`config.mk`:
```
export PLATFORM = sky130hd
export DESIGN_NAME = mem_stage
export DESIGN_NICKNAME = d
export VERILOG_FILES = /design/src/rtl/mem_stage.sv
export SDC_FILE = /design/constraint.sdc
export NUM_CORES = 1
export LEC_CHECK = 0
export CORE_UTILIZATION = 50
export DETAILED_ROUTE_END_ITERATION = 10
export PLACE_DENSITY = 0.73
export SYNTH_ARGS = -nofsm -noshare
export SYNTH_HDL_FRONTEND = slang
export SYNTH_SLANG_ARGS = --single-unit
export TNS_END_PERCENT = 5
```
`constraint.sdc`:
```
create_clock -name clk -period 3.5 [get_ports clk]
set_input_delay 0.35 -clock clk [delete_from_list [all_inputs] [get_ports clk]]
set_output_delay 0.35 -clock clk [all_outputs]
set_load 0.05 [all_outputs]
```
`src/rtl/mem_stage.sv`:
```
// Memory-access pipeline stage: data-memory loads/stores, branch resolution and
// forwarding for the execute stage. Multi-cycle loads stall upstream via a hold register.
module mem_stage #(
    parameter int N       = 4,
    parameter int BW      = 2*N+18,
    parameter int OW      = 2*N+6,
    parameter int MEM_LAT = 3
) (
    input  logic          clk,
    input  logic          rst,
    input  logic          en,
    input  logic [BW-1:0] bufferIn,
    output logic [OW-1:0] bufferOut,
    output logic          stall,
    output logic [N-1:0]  aluOut,
    output logic [N-1:0]  fwdData,
    output logic          branchTaken,
    output logic [N-1:0]  branchTarget
);
    localparam int         DEPTH    = 1 << N;
    localparam bit         MULTI    = (MEM_LAT > 1);
    localparam logic [N-1:0] CNT_INIT = N'((MEM_LAT > 1) ? MEM_LAT - 2 : 0);

    typedef enum logic {IDLE, WAIT} state_t;

    state_t       r_state;
    logic [N-1:0] r_cnt;
    logic [N-1:0] r_mem [DEPTH];
    logic [N-1:0] r_hold_addr;
    logic [3:0]   r_hold_rc;
    logic         r_hold_rw;

    logic [N-1:0] w_rd3;
    logic [3:0]   w_rc;
    logic         w_regWrite;
    logic         w_memToReg;
    logic         w_memWrite;
    logic         w_branch;
    logic         w_zero;
    logic [N-1:0] w_alu;
    logic         w_load;
    logic         w_store;
    logic         w_unused;

    assign w_rd3      = bufferIn[N-1:0];
    assign w_rc       = bufferIn[N+3:N];
    assign w_regWrite = bufferIn[N+12];
    assign w_memToReg = bufferIn[N+13];
    assign w_memWrite = bufferIn[N+14];
    assign w_branch   = bufferIn[N+15];
    assign w_zero     = bufferIn[N+17];
    assign w_alu      = bufferIn[2*N+17:N+18];
    assign w_unused   = ^{bufferIn[N+11:N+4], bufferIn[N+16]};

    // A load with memWrite also set is still just a load.
    assign w_load  = w_memToReg;
    assign w_store = w_memWrite & ~w_memToReg;

    assign stall        = rst & en & ((r_state == IDLE) ? (MULTI & w_load) : (r_cnt != '0));
    assign branchTaken  = rst & en & (r_state == IDLE) & w_branch & w_zero;
    assign aluOut       = w_alu;
    assign branchTarget = w_alu;
    assign fwdData      = bufferOut[5] ? bufferOut[2*N+5:N+6] : bufferOut[N+5:6];

    always_ff @(posedge clk or negedge rst) begin
        if (!rst) begin
            r_state     <= IDLE;
            r_cnt       <= '0;
            bufferOut   <= '0;
            r_hold_addr <= '0;
            r_hold_rc   <= '0;
            r_hold_rw   <= 1'b0;
            for (int i = 0; i < DEPTH; i++) r_mem[i] <= '0;
        end else if (en) begin
            case (r_state)
                IDLE: begin
                    if (w_load) begin
                        if (MULTI) begin
                            r_hold_addr <= w_alu;
                            r_hold_rc   <= w_rc;
                            r_hold_rw   <= w_regWrite;
                            r_cnt       <= CNT_INIT;
                            bufferOut   <= '0;
                            r_state     <= WAIT;
                        end else begin
                            bufferOut <= {r_mem[w_alu], w_alu, 1'b1, w_regWrite, w_rc};
                        end
                    end else begin
                        if (w_store) r_mem[w_alu] <= w_rd3;
                        bufferOut <= {{N{1'b0}}, w_alu, w_memToReg, w_regWrite, w_rc};
                    end
                end
                WAIT: begin
                    // Result comes from the hold register; bufferIn is ignored here.
                    if (r_cnt != '0) begin
                        r_cnt     <= r_cnt - 1'b1;
                        bufferOut <= '0;
                    end else begin
                        bufferOut <= {r_mem[r_hold_addr], r_hold_addr, 1'b1, r_hold_rw, r_hold_rc};
                        r_state   <= IDLE;
                    end
                end
                default: r_state <= IDLE;
            endcase
        end
    end
endmodule
```
==> results of run 1 <==
[cell type report]
cell class | instances | area, um2
inverters | 5 | 18.8
clock buffers | 10 | 138
flip-flops and latches | 92 | 2300
well taps | 105 | 131
repair buffers | 57 | 541
clock inverters | 6 | 134
fillers | 636 | 3170
multi-input cells | 178 | 1870
[through the flow]
stage | worst slack (ns) | instance area, um2 | instances | hold slack [ns]
after floorplan | 1.10 | 4350 | 303 | 0.0544
after global placement | 1.03 | 4850 | 436 | 0.373
after detailed placement | 1.02 | 4850 | 436 | 0.376
after CTS | 1.14 | 5130 | 453 | 0.509
after global routing | 1.03 | 5130 | 453 | 0.516
final | 1.13 | 5130 | 453 | 0.504
[what timing repair did]
item,CTS,global route
setup buffers,0,0
hold buffers,1,0
hold endpoints to repair,42,0
[power breakdown]
group | total (mW) | leakage (nW) | internal (mW) | switching (mW)
combinational | 0.688 | 1.02 | 0.352 | 0.336
sequential | 1.37 | 1.23 | 1.21 | 0.159
clock | 0.934 | 0.137 | 0.567 | 0.367
[routing by layer]
| metal | up-vias | track usage | share of wire |
|---|---|---|---|
| met5 | - | 0 | 0 |
| met4 | 0 | 0.0795 | 0.013 |
| met3 | 10 | 0.0303 | 0.048 |
| met2 | 77 | 0.375 | 0.50 |
| met1 | 1414 | 0.291 | 0.44 |
| li1 | 1219 | - | - |
[cells by family (layout without fill, tap and decap cells)]
family          after synthesis  count (layout)
simple gates                 55              55
buf+inv                      33              78
fa+ha+maj                     2               2
flops                        92              92
compound gates               25              25
mux                          96              96
[cell usage after synthesis, types with 4 or more instances]
library cell  instances
mux4_1                8
inv_1                 4
a221oi_1              9
a22o_1                6
nor2_1               21
clkbuf_1             13
mux4_2               12
nand4_1               9
dfrtp_1              92
buf_4                 8
mux2_2               76
o21ai_0               4
[flip-flops by register name, summed over array words and instances, names as in the netlist]
| name | flops |
|---|---|
| r_hold_rc | 4 |
| r_hold_addr | 4 |
| r_cnt | 4 |
| r_state | 1 |
| r_mem | 64 |
| r_hold_rw | 1 |
| bufferOut | 14 |
[worst min-delay path by stage]
stage,from,endpoint,slack [ns]
2_1_floorplan,rst,bufferOut[0],0.05
3_3_place_gp,rst,r_hold_rw,0.37
3_5_place_dp,rst,r_hold_rw,0.38
4_1_cts,r_mem[42],r_mem[42],0.51
5_1_grt,r_mem[53],r_mem[53],0.52
6_report,r_mem[47],r_mem[47],0.50
==> reports/metrics.cfg, run 1 <==
[route]
antenna_left = 0
drtIter0Drc = 187
drt_wl_total_mm = 8.98
drt-pass1-iter-count = 4
route.detailed.drc = 0
route.vias.total = 2720
detail_route.wl_per_cell_um = 19.8
viasPerCell = 6.00

[yosys]
synth-simple-area-share = 0.0705
yosysSeqAreaShare = 0.530
synth_top_family_by_area = multiplexers
muxShareOfSynthArea = 0.308
synth_compound_area_frac = 0.0443
yosys.area.top_type = dfrtp_1
synth_top_cells_by_area = dfrtp_1 53%, mux2_2 20%, mux4_2 6.2%
synth_xor_area_frac = 0
synth_edf_count = 0
syn_avg_cell_area_um2 = 14.3
synth_top_area_frac = 0.530
syn_inst = 303
synth_fp_nets = 334
synthAdderAreaFrac = 0.00576
synth.yosys.warnings = 0
synthArstFlopShare = 1.00
yosys_register_bits = 92
ys.flop_type = dfrtp_1
synth_area_um2 = 4350
synth.distinct_cells = 36

[layout]
diodes = 0
final_util = 0.618
drive_above_1_share = 0.339
syn_to_final_growth_pct = 18.1
layout_commonest_cell = dfrtp_1
final_cell_mix = 92 x dfrtp_1, 76 x mux2_2, 44 x clkdlybuf4s50_1, 21 x nor2_1
nets = 374

[floorplanning]
dieArea_um2 = 9070
die_w_um = 95.2
initial_core_util = 0.524
die_height_um = 95.2
coreArea_um2 = 8300
rows = 33
ios = 57

[power]
p_leak_nw = 2.39
irDropWorstVdd_uv = 300
power.total_mw = 2.99
p_per_area_nw_per_um2 = 583

[global_routing]
antenna_found_initial = 0
grt_usage = 0.221
grt_first_pass_wirelength_mm = 14.6
grt_overflow = 0
grt_pass1_vias = 2763
grt_max_degree = 51

[critical_path]
rrSetupSlack_ns = 1.31
path_delay_family = buffers and inverters
reg2reg_to = r_mem[9]
cp_data_required_time_ns = 3.15
endpoint = aluOut[1]
timing.critical_path.buf_inv = 2
critPathLaunch = bufferIn[23]
crit_chain = clkdlybuf4s50_1, clkdlybuf4s50_1
end_kind = output port
critPathSlowestCell = clkdlybuf4s50_1
path_depth = 2
cp.arrival_ns = 2.02
cp-start-kind = input pin
critical_path.max_stage_delay_ns = 0.90
reg2reg_depth = 4
worst-setup-path-type = in2out
regToRegStartpoint = r_state
cp_max_fo = 12
crit_top_cell = clkdlybuf4s50_1

[hold_path]
min_path_cells = 1
worst_hold_path_type = reg2reg

[clocking]
h-tree-depth = 3
clkLatencyLatePin_ns = 0.36
cts_root_buf = clkbuf_8
clkTransAtPathRegs_ns = 0.09
post_cts_resized = 0
cts_tree = done
clockBufferDepth = 2
cts_sinks = 92
numCtsBuffers = 9

[timing]
setup_viol = 0
setup_tns_ns = 0
fin_crit_ns = 2.37
tightest_slew_ns = 0.787
final-hold-violation-count = 0
layout_worst_path_cycle_share = 0.676
fin_skew_ns = 0.0124
rsz0062_at_grt = false
drv_slew = 0
slew_headroom = 0.475
fmax_mhz = 423

[place]
gp_congestion = 0.781
portBuffers = 47
hpwlAfterDp_mm = 6.17

[outcome]
run_status = completed

[flow_run]
cap_violations = 0

Note: power is estimated with default switching activity, not from simulation.
==> run 2: changes to the inputs <==
==> constraint.sdc (replaced) <==
create_clock -name clk -period 2.3 [get_ports clk]
set_input_delay 0.23 -clock clk [delete_from_list [all_inputs] [get_ports clk]]
set_output_delay 0.23 -clock clk [all_outputs]
set_load 0.05 [all_outputs]
==> run 2 against run 1 <==
Net effect:
- clock power is essentially flat
- clock-buffer cell count shrank 1
- die area is the same
- first-iteration DRC count shrank 40%
- global-route usage is essentially flat
- worst setup slack lost 1.0 ns
- sequential power grew 48%
- cell area shrank 0.39%
- register-to-register slack lost 1.0 ns
- power grew 38%
- critical endpoint is now stall
- highest routed layer unchanged
==> reports/metrics.cfg, run 2 (synthesis results as in run 1) <==
[outcome]
run_status = completed

[timing]
drv_slew = 0
fmax_mhz = 454
setup_slack_ns = 0.0951
layout_worst_path_cycle_share = 0.959
rsz0062_at_grt = false
slew_headroom = 0.591
final-hold-violation-count = 0
fin_skew_ns = 0.00955
tightest_slew_ns = 0.612
fin_crit_ns = 2.20
setup_viol = 0
setup_tns_ns = 0

[critical_path]
regToRegStartpoint = r_hold_addr[0]
reg2reg_to = bufferOut[12]
rrSetupSlack_ns = 0.31
crit_chain = inv_1, ha_1, nor4bb_2, buf_4, nor3_1, buf_12
critical_path.max_stage_delay_ns = 0.43
cp.arrival_ns = 1.97
critPathSlowestCell = nor4bb_2
cp_max_fo = 12
worst-setup-path-type = reg2out
endpoint = stall
reg2reg_depth = 4
cp_data_required_time_ns = 2.07
end_kind = output port
critPathLaunch = r_cnt[0]
cp-start-kind = register

[route]
drt_wl_total_mm = 8.98
drtIter0Drc = 112
route.detailed.drc = 0
detail_route.wl_per_cell_um = 19.5
route.vias.total = 2820
antenna_left = 0
viasPerCell = 6.12
drt-pass1-iter-count = 4

[floorplanning]
dieArea_um2 = 9070
die_w_um = 95.2
ios = 57
die_height_um = 95.2
initial_core_util = 0.524
coreArea_um2 = 8300
rows = 33

[power]
irDropWorstVdd_uv = 454
p_per_area_nw_per_um2 = 807
power.total_mw = 4.12
p_switching_mw = 1.31
power_frac_clock = 0.226
seqPwrFrac = 0.492
p_leak_nw = 2.40
intPower_mw = 2.81
switching_share = 0.317
p_comb_frac = 0.281

[layout]
drive_above_1_share = 0.376
nets = 383
multi_input_area_um2 = 1870
final_cell_mix = 92 x dfrtp_1, 76 x mux2_2, 36 x clkdlybuf4s50_1, 26 x buf_4, 21 x nor2_1
nFillCells = 649
layout_commonest_cell = dfrtp_1
largest_register = r_mem
regArea_um2 = 2300
reg_top3 = r_mem x64, bufferOut x14
final_util = 0.616
fin_cells = 461
syn_to_final_growth_pct = 17.6
largest_register_ff_count = 64
diodes = 0

[place]
portBuffers = 47
numPlacedInstances = 445
place_ws_ns = 0.226
gp_congestion = 0.752
hpwlAfterDp_mm = 6.47

[clocking]
h-tree-depth = 3
clkLatencyLatePin_ns = 0.36
numCtsBuffers = 9
cts_hold_buf = 1
postCtsSetupBuffers = 0
cts_tree = done
post_cts_resized = 0
cts_sinks = 92
cts_root_buf = clkbuf_8
clkTransAtPathRegs_ns = 0.08
clockBufferDepth = 2

[global_routing]
grt_pass1_vias = 2964
grtUsageMet3 = 0.0351
antenna_found_initial = 0
grt_overflow = 0
grt-busiest-layer = met2
grt_max_degree = 33
gr-usage-met2 = 0.375
grt_usage = 0.221
grt_first_pass_wirelength_mm = 14.8
grt_util_met1 = 0.289

[hold_path]
worst_hold_path_type = in2async

[flow_run]
cap_violations = 0

-- run 2: worst max-delay path, delay by kind of cell, from the launching register on --
family,cells,cell delay [ns]
fa+ha+maj,1,0.14
flops,1,0.40
simple gates,2,0.53
buf+inv,3,0.54
-- run 2: power by group through the flow --
stage | Combinational, mW | Sequential (mW) | Clock (mW)
global placement | 1.14 | 2.04 | 0
detailed placement | 1.17 | 2.06 | 0
finish | 1.16 | 2.03 | 0.933
global route | 1.25 | 2.06 | 1.02
CTS | 1.17 | 2.03 | 0.962
floorplan | 0.819 | 2.06 | 0
-- run 2: how the worst min path moves through the flow --
stage | startpoint | endpoint | slack (ns) | cells after the start
floorplan | rst | bufferOut[0] | -0.07 | 0
global placement | rst | r_cnt[2] | 0.19 | 1
detailed placement | rst | r_cnt[3] | 0.19 | 1
CTS | rst | r_mem[33] | 0.35 | 2
global route | rst | r_cnt[3] | 0.40 | 2
finish | rst | r_cnt[3] | 0.35 | 2
-- run 2: layout make-up --
| cell class | instances | share of cell area |
|---|---|---|
| clock inverters | 6 | 0.00832 |
| multi-input cells | 178 | 0.365 |
| inverters | 5 | 0.00367 |
| clock buffers | 9 | 0.0242 |
| well taps | 105 | 0.0257 |
| flip-flops and latches | 92 | 0.450 |
| repair buffers | 66 | 0.122 |
-- run 2: metrics by stage --
step / area [um2] / hold slack [ns]
2_1_floorplan: 4350 / -0.0656
3_3_place_gp: 4930 / 0.190
3_5_place_dp: 4930 / 0.193
4_1_cts: 5110 / 0.353
5_1_grt: 5110 / 0.404
6_report: 5110 / 0.345
-- run 2: routing by layer --
| metal | share of wire | wire length (um) |
|---|---|---|
| met1 | 0.44 | 3950 |
| met2 | 0.51 | 4550 |
| met3 | 0.038 | 337 |
| met4 | 0.015 | 139 |
| met5 | 0 | 0 |
==> run 3: changes to the inputs <==
--- a/config.mk
+++ b/config.mk
@@ -7,7 +7,7 @@
 export LEC_CHECK = 0
 export CORE_UTILIZATION = 50
 export DETAILED_ROUTE_END_ITERATION = 10
-export PLACE_DENSITY = 0.73
+export PLACE_DENSITY_LB_ADDON = 0.25
 export SYNTH_ARGS = -nofsm -noshare
 export SYNTH_HDL_FRONTEND = slang
 export SYNTH_SLANG_ARGS = --single-unit
==> constraint.sdc (replaced) <==
create_clock -name clk -period 2.3 [get_ports clk]
set_input_delay 0.46 -clock clk [delete_from_list [all_inputs] [get_ports clk]]
set_output_delay 0.46 -clock clk [all_outputs]
set_load 0.05 [all_outputs]
==> run 3 against run 2 <==
Net effect:
- non-clock buffer count is 2 higher
- clock skew is 0.0017 ns lower
- cell area is 3.2% higher
- critical path type is now in2out
==> reports/metrics.cfg, run 3 (synthesis results as in run 1) <==
[hold_path]
worst_hold_path_type = in2async

[floorplanning]
coreArea_um2 = 8300
initial_core_util = 0.524
rows = 33
dieArea_um2 = 9070
die_w_um = 95.2
die_height_um = 95.2
ios = 57

[critical_path]
cp_data_required_time_ns = 1.84
cp_max_fo = 5
end_kind = output port
crit_chain = clkdlybuf4s50_1, buf_4, o21ai_0, nor3_1, buf_12
critPathSlowestCell = clkdlybuf4s50_1
critical_path.max_stage_delay_ns = 0.53
cp-start-kind = input pin
path_delay_family = buffers and inverters
worst-setup-path-type = in2out
timing.critical_path.buf_inv = 3
cp.arrival_ns = 1.71

[layout]
syn_to_final_growth_pct = 21.4
final_util = 0.636
reg_top3 = r_mem x64, bufferOut x14
layout_commonest_cell = dfrtp_1
largest_register_ff_count = 64
fin_cells = 464
diodes = 0
design_area_um2 = 5280
final_cell_mix = 92 x dfrtp_1, 76 x mux2_2, 32 x clkdlybuf4s50_1, 21 x nor2_1, 20 x buf_4
drive_above_1_share = 0.382
largest_register = r_mem
nets = 385

[clocking]
cts_root_buf = clkbuf_8
numCtsBuffers = 9
cts_tree = done
h-tree-depth = 3
clkTransAtPathRegs_ns = 0.08
clkLatencyLatePin_ns = 0.36
clockBufferDepth = 2
cts_sinks = 92

[timing]
whs_ns = 0.386
slew_headroom = 0.374
fmax_mhz = 461
layout_worst_path_cycle_share = 0.943
tightest_slew_ns = 0.938
rsz0062_at_grt = false
fin_skew_ns = 0.00782
setup_slack_ns = 0.131
fin_crit_ns = 2.17
drv_slew = 0
setup_tns_ns = 0
setup_viol = 0
final-hold-violation-count = 0

[place]
post_dp_cell_area_um2 = 5050
portBuffers = 47
gp_congestion = 0.756
hpwlAfterDp_mm = 6.15
place_ws_ns = 0.00922
numPlacedInstances = 447

[global_routing]
grt_max_degree = 76
grt_first_pass_wirelength_mm = 14.6
antenna_found_initial = 0
grt_usage = 0.222
grt_pass1_vias = 2770
grt_overflow = 0

[route]
drtIter0Drc = 140
detail_route.wl_per_cell_um = 19.3
drt-pass1-iter-count = 5
route.vias.total = 2726
antenna_left = 0
viasPerCell = 5.88
route.detailed.drc = 0
drt_wl_total_mm = 8.97

[flow_run]
cap_violations = 0

[power]
p_per_area_nw_per_um2 = 835
power.total_mw = 4.41
irDropWorstVdd_uv = 350
p_leak_nw = 2.47

[outcome]
run_status = completed

## run 3: changes by cell type in the layout (fill, tap and decap cells not counted)
cell,change
clkdlybuf4s50_1,-4
clkinv_2,-1
buf_4,-6
dlygate4sd2_1,+4
bufinv_16,+2
clkinv_4,-2
inv_6,+2
buf_12,+8
## run 3: area by class of cell
cell class	count	area, um2
fillers	632	3020
inverters	5	18.8
flip-flops and latches	92	2300
clock inverters	7	97.6
well taps	105	131
clock buffers	9	124
repair buffers	68	736
multi-input cells	178	1870
## run 3: repair_timing
| item | CTS | global route |
|---|---|---|
| resized for setup | 4 | 0 |
| buffers inserted | 0 | 0 |
| endpoints found under the setup margin | 4 | 0 |
| hold buffers | 1 | 0 |
| endpoints found under the hold margin | 17 | 0 |
## run 3: worst register-to-register path, cell delays in order (launching register included)
cell and delay (ns):
dfrtp_1 0.38, buf_12 0.19, mux4_1 0.62, mux4_2 0.49
a22o_1 0.21
## run 3: report_power, final
| group | internal, mW | switching [mW] |
|---|---|---|
| Clock | 0.618 | 0.590 |
| Combinational | 0.590 | 0.581 |
| Sequential | 1.84 | 0.183 |
| Total | 3.05 | 1.35 |
## run 3: worst paths after layout
kind                                start  slack [ns]  depth (start not counted)       endpoint
min in group clk                r_mem[24]        0.50                          1      r_mem[24]
hold / removal                        rst        0.39                          2      r_mem[19]
setup / recovery             bufferIn[17]        0.13                          5          stall
max in group asynchronous             rst        0.99                          2       r_mem[8]
setup reg to reg           r_hold_addr[0]        0.31                          4  bufferOut[11]
hold reg to reg                 r_mem[24]        0.50                          1      r_mem[24]
## run 3: per-layer routing
layer | track usage | up-vias | routed length (um)
met5 | 0 | - | 0
met2 | 0.371 | 63 | 4360
li1 | - | 1246 | -
met4 | 0.0644 | 0 | 87
met1 | 0.293 | 1406 | 4160
met3 | 0.0463 | 11 | 357
